[src/rtl/mult_seq_ctrl_if.sv]
// Request/response and partial-product-stage signals of the sequential multiplier.
// The master side is the CPU issue logic together with the combinational stage
// (it returns StageOut); the slave side is the sequencing controller.
interface mult_seq_ctrl_if;
    logic        Start;
    logic        Signed;
    logic [31:0] OpA;
    logic [31:0] OpB;
    logic        Busy;
    logic        Done;
    logic [63:0] Product;
    logic        StageEn;
    logic [63:0] StageA;
    logic [3:0]  StageNum;
    logic        StageSign;
    logic [63:0] StageOut;

    modport master (
        output Start, Signed, OpA, OpB, StageOut,
        input  Busy, Done, Product, StageEn, StageA, StageNum, StageSign
    );

    modport slave (
        input  Start, Signed, OpA, OpB, StageOut,
        output Busy, Done, Product, StageEn, StageA, StageNum, StageSign
    );
endinterface

[src/rtl/mult_seq_ctrl.sv]
// Sequencing controller for the radix-16 partial-product stage.
// Works on operand magnitudes: one multiplier digit per ITER cycle, the stage
// returns StageA * StageNum combinationally, the sum is accumulated and the
// sign is restored in FIX. All outputs are registered.
module mult_seq_ctrl #(
    parameter bit EARLY_TERM = 1'b1
) (
    input  logic           Clk,
    input  logic           Reset,
    mult_seq_ctrl_if.slave bus
);
    typedef enum logic [1:0] {S_IDLE, S_ITER, S_FIX, S_DONE} state_t;

    state_t      state_q, state_d;
    logic [63:0] acc_q, acc_d;
    logic [63:0] stage_a_q, stage_a_d;     // multiplicand magnitude << 4*cnt
    logic [63:0] product_q, product_d;
    logic [31:0] breg_q, breg_d;           // multiplier magnitude >> 4*cnt
    logic [2:0]  cnt_q, cnt_d;
    logic        neg_q, neg_d;
    logic        busy_q, busy_d;
    logic        done_q, done_d;
    logic        stage_en_q, stage_en_d;
    logic [3:0]  stage_num_q, stage_num_d;

    logic [31:0] mag_a;
    logic [31:0] mag_b;
    logic        accept;
    logic        iter_last;

    // Operand magnitudes and the accept / last-digit decisions
    always_comb begin
        mag_a     = (bus.Signed && bus.OpA[31]) ? (~bus.OpA + 32'd1) : bus.OpA;
        mag_b     = (bus.Signed && bus.OpB[31]) ? (~bus.OpB + 32'd1) : bus.OpB;
        accept    = bus.Start && ((state_q == S_IDLE) || (state_q == S_DONE));
        // Early exit looks at the digits still to come, so the current
        // digit is always processed: at least one ITER cycle.
        iter_last = (cnt_q == 3'd7) || (EARLY_TERM && (breg_q[31:4] == 28'd0));
    end

    // Next-state and next-output logic; stage outputs are precomputed one
    // cycle ahead so they appear registered in the cycle they are used.
    always_comb begin
        state_d     = state_q;
        acc_d       = acc_q;
        breg_d      = breg_q;
        cnt_d       = cnt_q;
        neg_d       = neg_q;
        product_d   = product_q;
        stage_a_d   = 64'd0;
        stage_num_d = 4'd0;
        stage_en_d  = 1'b0;
        busy_d      = 1'b0;
        done_d      = 1'b0;

        case (state_q)
            S_IDLE, S_DONE: begin
                if (accept) begin
                    state_d     = S_ITER;
                    acc_d       = 64'd0;
                    cnt_d       = 3'd0;
                    breg_d      = mag_b;
                    neg_d       = bus.Signed && (bus.OpA[31] ^ bus.OpB[31]);
                    stage_a_d   = {32'd0, mag_a};
                    stage_num_d = mag_b[3:0];
                    stage_en_d  = 1'b1;
                    busy_d      = 1'b1;
                end else begin
                    state_d = S_IDLE;
                end
            end
            S_ITER: begin
                acc_d  = acc_q + bus.StageOut;
                breg_d = breg_q >> 4;
                cnt_d  = cnt_q + 3'd1;
                busy_d = 1'b1;
                if (iter_last) begin
                    state_d = S_FIX;
                end else begin
                    stage_a_d   = stage_a_q << 4;
                    stage_num_d = breg_q[7:4];
                    stage_en_d  = 1'b1;
                end
            end
            S_FIX: begin
                product_d = neg_q ? (~acc_q + 64'd1) : acc_q;
                done_d    = 1'b1;
                state_d   = S_DONE;
            end
            default: begin
                state_d = S_IDLE;
            end
        endcase
    end

    // State and output registers, cleared asynchronously
    always_ff @(posedge Clk or negedge Reset) begin
        if (!Reset) begin
            state_q     <= S_IDLE;
            acc_q       <= 64'd0;
            stage_a_q   <= 64'd0;
            product_q   <= 64'd0;
            breg_q      <= 32'd0;
            cnt_q       <= 3'd0;
            neg_q       <= 1'b0;
            busy_q      <= 1'b0;
            done_q      <= 1'b0;
            stage_en_q  <= 1'b0;
            stage_num_q <= 4'd0;
        end else begin
            state_q     <= state_d;
            acc_q       <= acc_d;
            stage_a_q   <= stage_a_d;
            product_q   <= product_d;
            breg_q      <= breg_d;
            cnt_q       <= cnt_d;
            neg_q       <= neg_d;
            busy_q      <= busy_d;
            done_q      <= done_d;
            stage_en_q  <= stage_en_d;
            stage_num_q <= stage_num_d;
        end
    end

    assign bus.Busy      = busy_q;
    assign bus.Done      = done_q;
    assign bus.Product   = product_q;
    assign bus.StageEn   = stage_en_q;
    assign bus.StageA    = stage_a_q;
    assign bus.StageNum  = stage_num_q;
    assign bus.StageSign = 1'b0;
endmodule

[src/flat_wrapper.sv]
// flat-port wrapper written by rule: the top's interface ports become plain ports
module mult_seq_ctrl_flat 
#(
    parameter bit EARLY_TERM = 1'b1
)
  (Clk, Reset, bus_Start, bus_Signed, bus_OpA, bus_OpB, bus_StageOut, bus_Busy, bus_Done, bus_Product, bus_StageEn, bus_StageA, bus_StageNum, bus_StageSign);
  mult_seq_ctrl_if bus_i ();
  input  logic Clk;
  input  logic Reset;
  input wire logic [$bits(bus_i.Start)-1:0] bus_Start;
  input wire logic [$bits(bus_i.Signed)-1:0] bus_Signed;
  input wire logic [$bits(bus_i.OpA)-1:0] bus_OpA;
  input wire logic [$bits(bus_i.OpB)-1:0] bus_OpB;
  input wire logic [$bits(bus_i.StageOut)-1:0] bus_StageOut;
  output wire logic [$bits(bus_i.Busy)-1:0] bus_Busy;
  output wire logic [$bits(bus_i.Done)-1:0] bus_Done;
  output wire logic [$bits(bus_i.Product)-1:0] bus_Product;
  output wire logic [$bits(bus_i.StageEn)-1:0] bus_StageEn;
  output wire logic [$bits(bus_i.StageA)-1:0] bus_StageA;
  output wire logic [$bits(bus_i.StageNum)-1:0] bus_StageNum;
  output wire logic [$bits(bus_i.StageSign)-1:0] bus_StageSign;
  assign bus_i.Start = bus_Start;
  assign bus_i.Signed = bus_Signed;
  assign bus_i.OpA = bus_OpA;
  assign bus_i.OpB = bus_OpB;
  assign bus_i.StageOut = bus_StageOut;
  assign bus_Busy = bus_i.Busy;
  assign bus_Done = bus_i.Done;
  assign bus_Product = bus_i.Product;
  assign bus_StageEn = bus_i.StageEn;
  assign bus_StageA = bus_i.StageA;
  assign bus_StageNum = bus_i.StageNum;
  assign bus_StageSign = bus_i.StageSign;
  mult_seq_ctrl #(.EARLY_TERM(EARLY_TERM)) u_core (.Clk(Clk), .Reset(Reset), .bus(bus_i));
endmodule
[config.mk]
export PLATFORM = sky130hd
export DESIGN_NAME = mult_seq_ctrl_flat
export DESIGN_NICKNAME = d
export VERILOG_FILES = /design/src/rtl/mult_seq_ctrl_if.sv /design/src/rtl/mult_seq_ctrl.sv /design/src/flat_wrapper.sv
export SDC_FILE = /design/constraint.sdc
export NUM_CORES = 1
export LEC_CHECK = 0
export ABC_CLOCK_PERIOD_IN_PS = 7000
export CAP_MARGIN = 20
export CORE_ASPECT_RATIO = 1.5
export CORE_MARGIN = 2
export CORE_UTILIZATION = 25
export CTS_CLUSTER_SIZE = 40
export DETAILED_ROUTE_END_ITERATION = 7
export PLACE_DENSITY_LB_ADDON = 0.15
export SLEW_MARGIN = 10
export SYNTH_ARGS = -nofsm -noshare
export SYNTH_HDL_FRONTEND = slang
export SYNTH_SLANG_ARGS = --single-unit
[constraint.sdc]
create_clock -name Clk -period 7 [get_ports Clk]
set_input_delay 1.4 -clock Clk [delete_from_list [all_inputs] [get_ports Clk]]
set_output_delay 1.4 -clock Clk [all_outputs]
set_load 0.02 [all_outputs]
==> metrics.md <==
| Metric | Value |
|---|---|
| Top FF cell, synth | `dfrtp_1` |
| Reg clk slew, reported paths | `60 ps` |
| Worst Setup Path Type | `input pin to register` |
| Seq/Total Area, Yosys | `39.5%` |
| CTS Root Cell | `clkbuf_16` |
| Detailed placer's ending HPWL | `41,300 um` |
| Num Clock Sinks | `233` |
| Chip height | `302 um` |
| Gate power share | `52.1%` |
| Critical path fanouts, max | `9` |
| Die extent in x | `203 um` |
| FF-to-FF Start | `u_core.acc_q[27]` |
| Final WL | `54,400 um` |
| Max_cap viols | `0` |
| H-tree levels | `1` |
| First-pass iteration count of the detailed router | `5` |
| Fin cells | `2,707` |
| Clock buffer depth | `3` |
| Placed cells | `2,656` |
| Syn_area_per_cell | `8.77 um^2` |
| Pwr Total | `8130 uW` |
| Leakage dissipation | `0.00801 uW` |
| GRT Util Overall | `17.4%` |
| IO Count | `268` |
| Hold Crit Start | `u_core.bus.StageA[23]` |
| Switching Power | `3630 uW` |
| Worst setup margin | `1760 ps` |
| Asr flop ratio synth | `100%` |
| Worst-margin pin slew | `1130 ps` |
| Required time at the worst-slack endpoint | `7450 ps` |
| Most used cell, CP | `o21ai_1` |
| Post-Syn Area | `0.0148 mm^2` |
| Power Dens Cells | `423 mW/mm^2` |
| Fillers | `6,164` |
| Post-Route Setup TNS | `0 ps` |
| Crit path arrival time | `5690 ps` |
| Die ar. | `0.0611 mm^2` |
| RSZ-0062 raised after global routing | `no` |
| Largest net degree at the start of global routing | `146` |
| Initial antenna violation count | `5` |
| Post-DR wirelength/cell | `20.1 um` |
| Net Count, Synth | `1,889` |
| Multi-input combinational cell area | `0.00854 mm^2` |
| Worst path slowest cell | `a2111oi_0` |
| DRC | `0` |
| Seq cells post-synth | `233` |
| Rel. slew slack | `24.8%` |
| Maximum clock rate | `191 MHz` |
| Vias per cell | `4.97` |
| Detailed-route via count | `13,400` |
| Slew Limit Fails | `0` |
| Post-synth EDFFs | `0` |
| Worst skew pair latency | `580 ps` |
| Final #Nets | `2,113` |
| Power share of the clock group | `19.5%` |
| CP peak stage delay | `760 ps` |
| Internal power | `4490 uW` |
| Synth cell types | `73` |
| Synth warn | `0` |
| Standard-cell rows | `109` |
| PortBufs | `266` |
| Tcrit/Tclk final | `74.9%` |
| Post-CTS Setup Repair Bufs | `0` |
| Worst path top cell family by delay | `compound AO/OA/AOI/OAI gates` |
| Vias in the first global route | `13,800` |
| Core Area | `0.0586 mm^2` |
| CTS Buf Count | `28` |
| Switching share of power | `44.7%` |
| Area Growth Syn to Fin | `30.0%` |
| Hold bufs inserted after CTS | `0` |
| Critical path cell sequence | `clkdlybuf4s50_1, ha_1, nand4_1, or4_1, nor3_1, o21ai_0, a2111oi_0, o21ai_1, o31ai_1, a41oi_1, xor2_1, o21ai_1` |
| Syn Inst Count | `1,686` |
| Seq pwr share | `28.4%` |
| HP Class | `register to register` |
| CP startpoint | `bus_StageOut[27]` |
| GP Congestion | `0.892` |
| Post-CTS sizing | `0` |
| Iter 0 DRT Violations | `558` |
| Worst Skew | `30.4 ps` |
| Ant diodes | `0` |
| CTS tree | `yes` |
| First-pass GRT wire length | `82,700 um` |
| Buf+Inv Stages, Crit Path | `1` |
| Commonest non-fill, non-tap cell in the layout | `clkdlybuf4s50_1` |
| Layout cells sized above 1 | `5.44%` |
| Starting Density | `25.2%` |
| Antenna-violating nets left | `0` |
| Reg area | `0.00583 mm^2` |
| Worst Setup End Kind | `register` |
| GRT overflow | `0` |
| Most frequent cells in the layout | `clkdlybuf4s50_1 (265), dfrtp_1 (232), o21ai_0 (186)` |
| Peak supply drop | `0.187 mV` |
| WHS | `473 ps` |
| Final hold vios | `0` |
| Status | `complete, no violations` |
| Setup WS pre-CTS | `1180 ps` |
| Setup Viol. Count Final | `0` |
| Tmin final | `5240 ps` |
| CP Launch Type | `input pin` |
[worst min-delay path, delay by kind of cell (launching register included)]
family,cells,cell delay [ps]
flops,1,340
compound gates,1,60
simple gates,1,40
[flip-flops by register name (all words and copies together), names as in the netlist]
signal,flops
u_core.acc_q,64
u_core.state_q,2
u_core.bus.StageEn,1
u_core.bus.StageA,64
u_core.cnt_q,3
u_core.bus.Done,1
u_core.bus.StageNum,4
u_core.bus.Product,64
u_core.neg_q,1
u_core.bus.Busy,1
u_core.breg_q,28
[final timing paths]
kind,end,slack (ps),cells after the start
min in group asynchronous,u_core.acc_q[19],790,1
setup reg to reg,u_core.acc_q[62],2570,11
hold / removal,u_core.bus.StageA[27],470,2
max in group asynchronous,u_core.bus.StageA[32],4770,2
hold reg to reg,u_core.bus.StageA[27],470,2
setup / recovery,u_core.acc_q[62],1760,12
[power by group through the flow]
stage / sequential (uW) / clock, uW / combinational (uW)
2_1_floorplan: 2520 / 0 / 2410
3_3_place_gp: 2330 / 0 / 4260
3_5_place_dp: 2340 / 0 / 4260
4_1_cts: 2320 / 1650 / 4280
5_1_grt: 2380 / 1700 / 4660
6_report: 2310 / 1580 / 4230
[synthesized netlist by cell type (all sizes together) (3+ instances only)]
library cell / count / area share (%)
a211oi: 8 / 0.41
a21boi: 6 / 0.30
a21o: 42 / 2.1
a21oi: 164 / 5.6
a22o: 14 / 0.83
a22oi: 12 / 0.61
a31o: 4 / 0.24
a31oi: 10 / 0.42
a41oi: 4 / 0.24
and2: 47 / 2.0
and3: 3 / 0.13
and4: 4 / 0.24
buf: 5 / 0.24
clkbuf: 77 / 2.0
dfrtp: 233 / 39
ha: 70 / 5.9
inv: 34 / 0.86
mux2: 14 / 1.1
mux2i: 4 / 0.27
nand2: 172 / 4.4
nand2b: 6 / 0.25
nand3: 26 / 0.91
nand4: 24 / 1.0
nor2: 134 / 3.4
nor2b: 3 / 0.13
nor3: 24 / 0.89
nor4: 19 / 0.93
o211ai: 4 / 0.20
o21a: 8 / 0.41
o21ai: 192 / 6.5
o21bai: 13 / 0.66
o22ai: 9 / 0.38
o31a: 3 / 0.18
o31ai: 26 / 1.3
o41ai: 20 / 1.3
or2: 9 / 0.38
or3: 23 / 1.0
or4: 17 / 0.99
xnor2: 69 / 4.1
xor2: 106 / 6.3
[routing by layer]
layer	wire length, um	part of all wire, %	GRT usage [%]
met5	65	0.12	0
met4	1520	2.8	5.09
met3	3230	5.9	3.80
met2	28800	53	33.4
met1	20800	38	19.1
[through the flow]
step	utilization, %	cell area [um^2]
floorplan	-	14800
global placement	31.1	18200
detailed placement	31.1	18200
CTS	32.7	19200
global route	32.8	19200
finish	32.8	19200
[cells by family after synthesis]
kind of cell / after synthesis / synth area share, %
compound gates: 556 / 22.8
simple gates: 516 / 16.9
xor+xnor: 175 / 10.4
flops: 233 / 39.5
buf+inv: 116 / 3.06
fa+ha+maj: 71 / 6.06
other cells: 1 / 0.0254
mux: 18 / 1.34
[cell type report]
| type | instances | area share [%] |
|---|---|---|
| clock buffers | 38 | 4.21 |
| clock inverters | 12 | 0.918 |
| inverters | 34 | 0.664 |
| multi-input cells | 1337 | 44.4 |
| flip-flops and latches | 233 | 30.4 |
| well taps | 777 | 5.06 |
| repair buffers | 276 | 14.3 |
No activity file was read; power rests on OpenSTA's default activity.
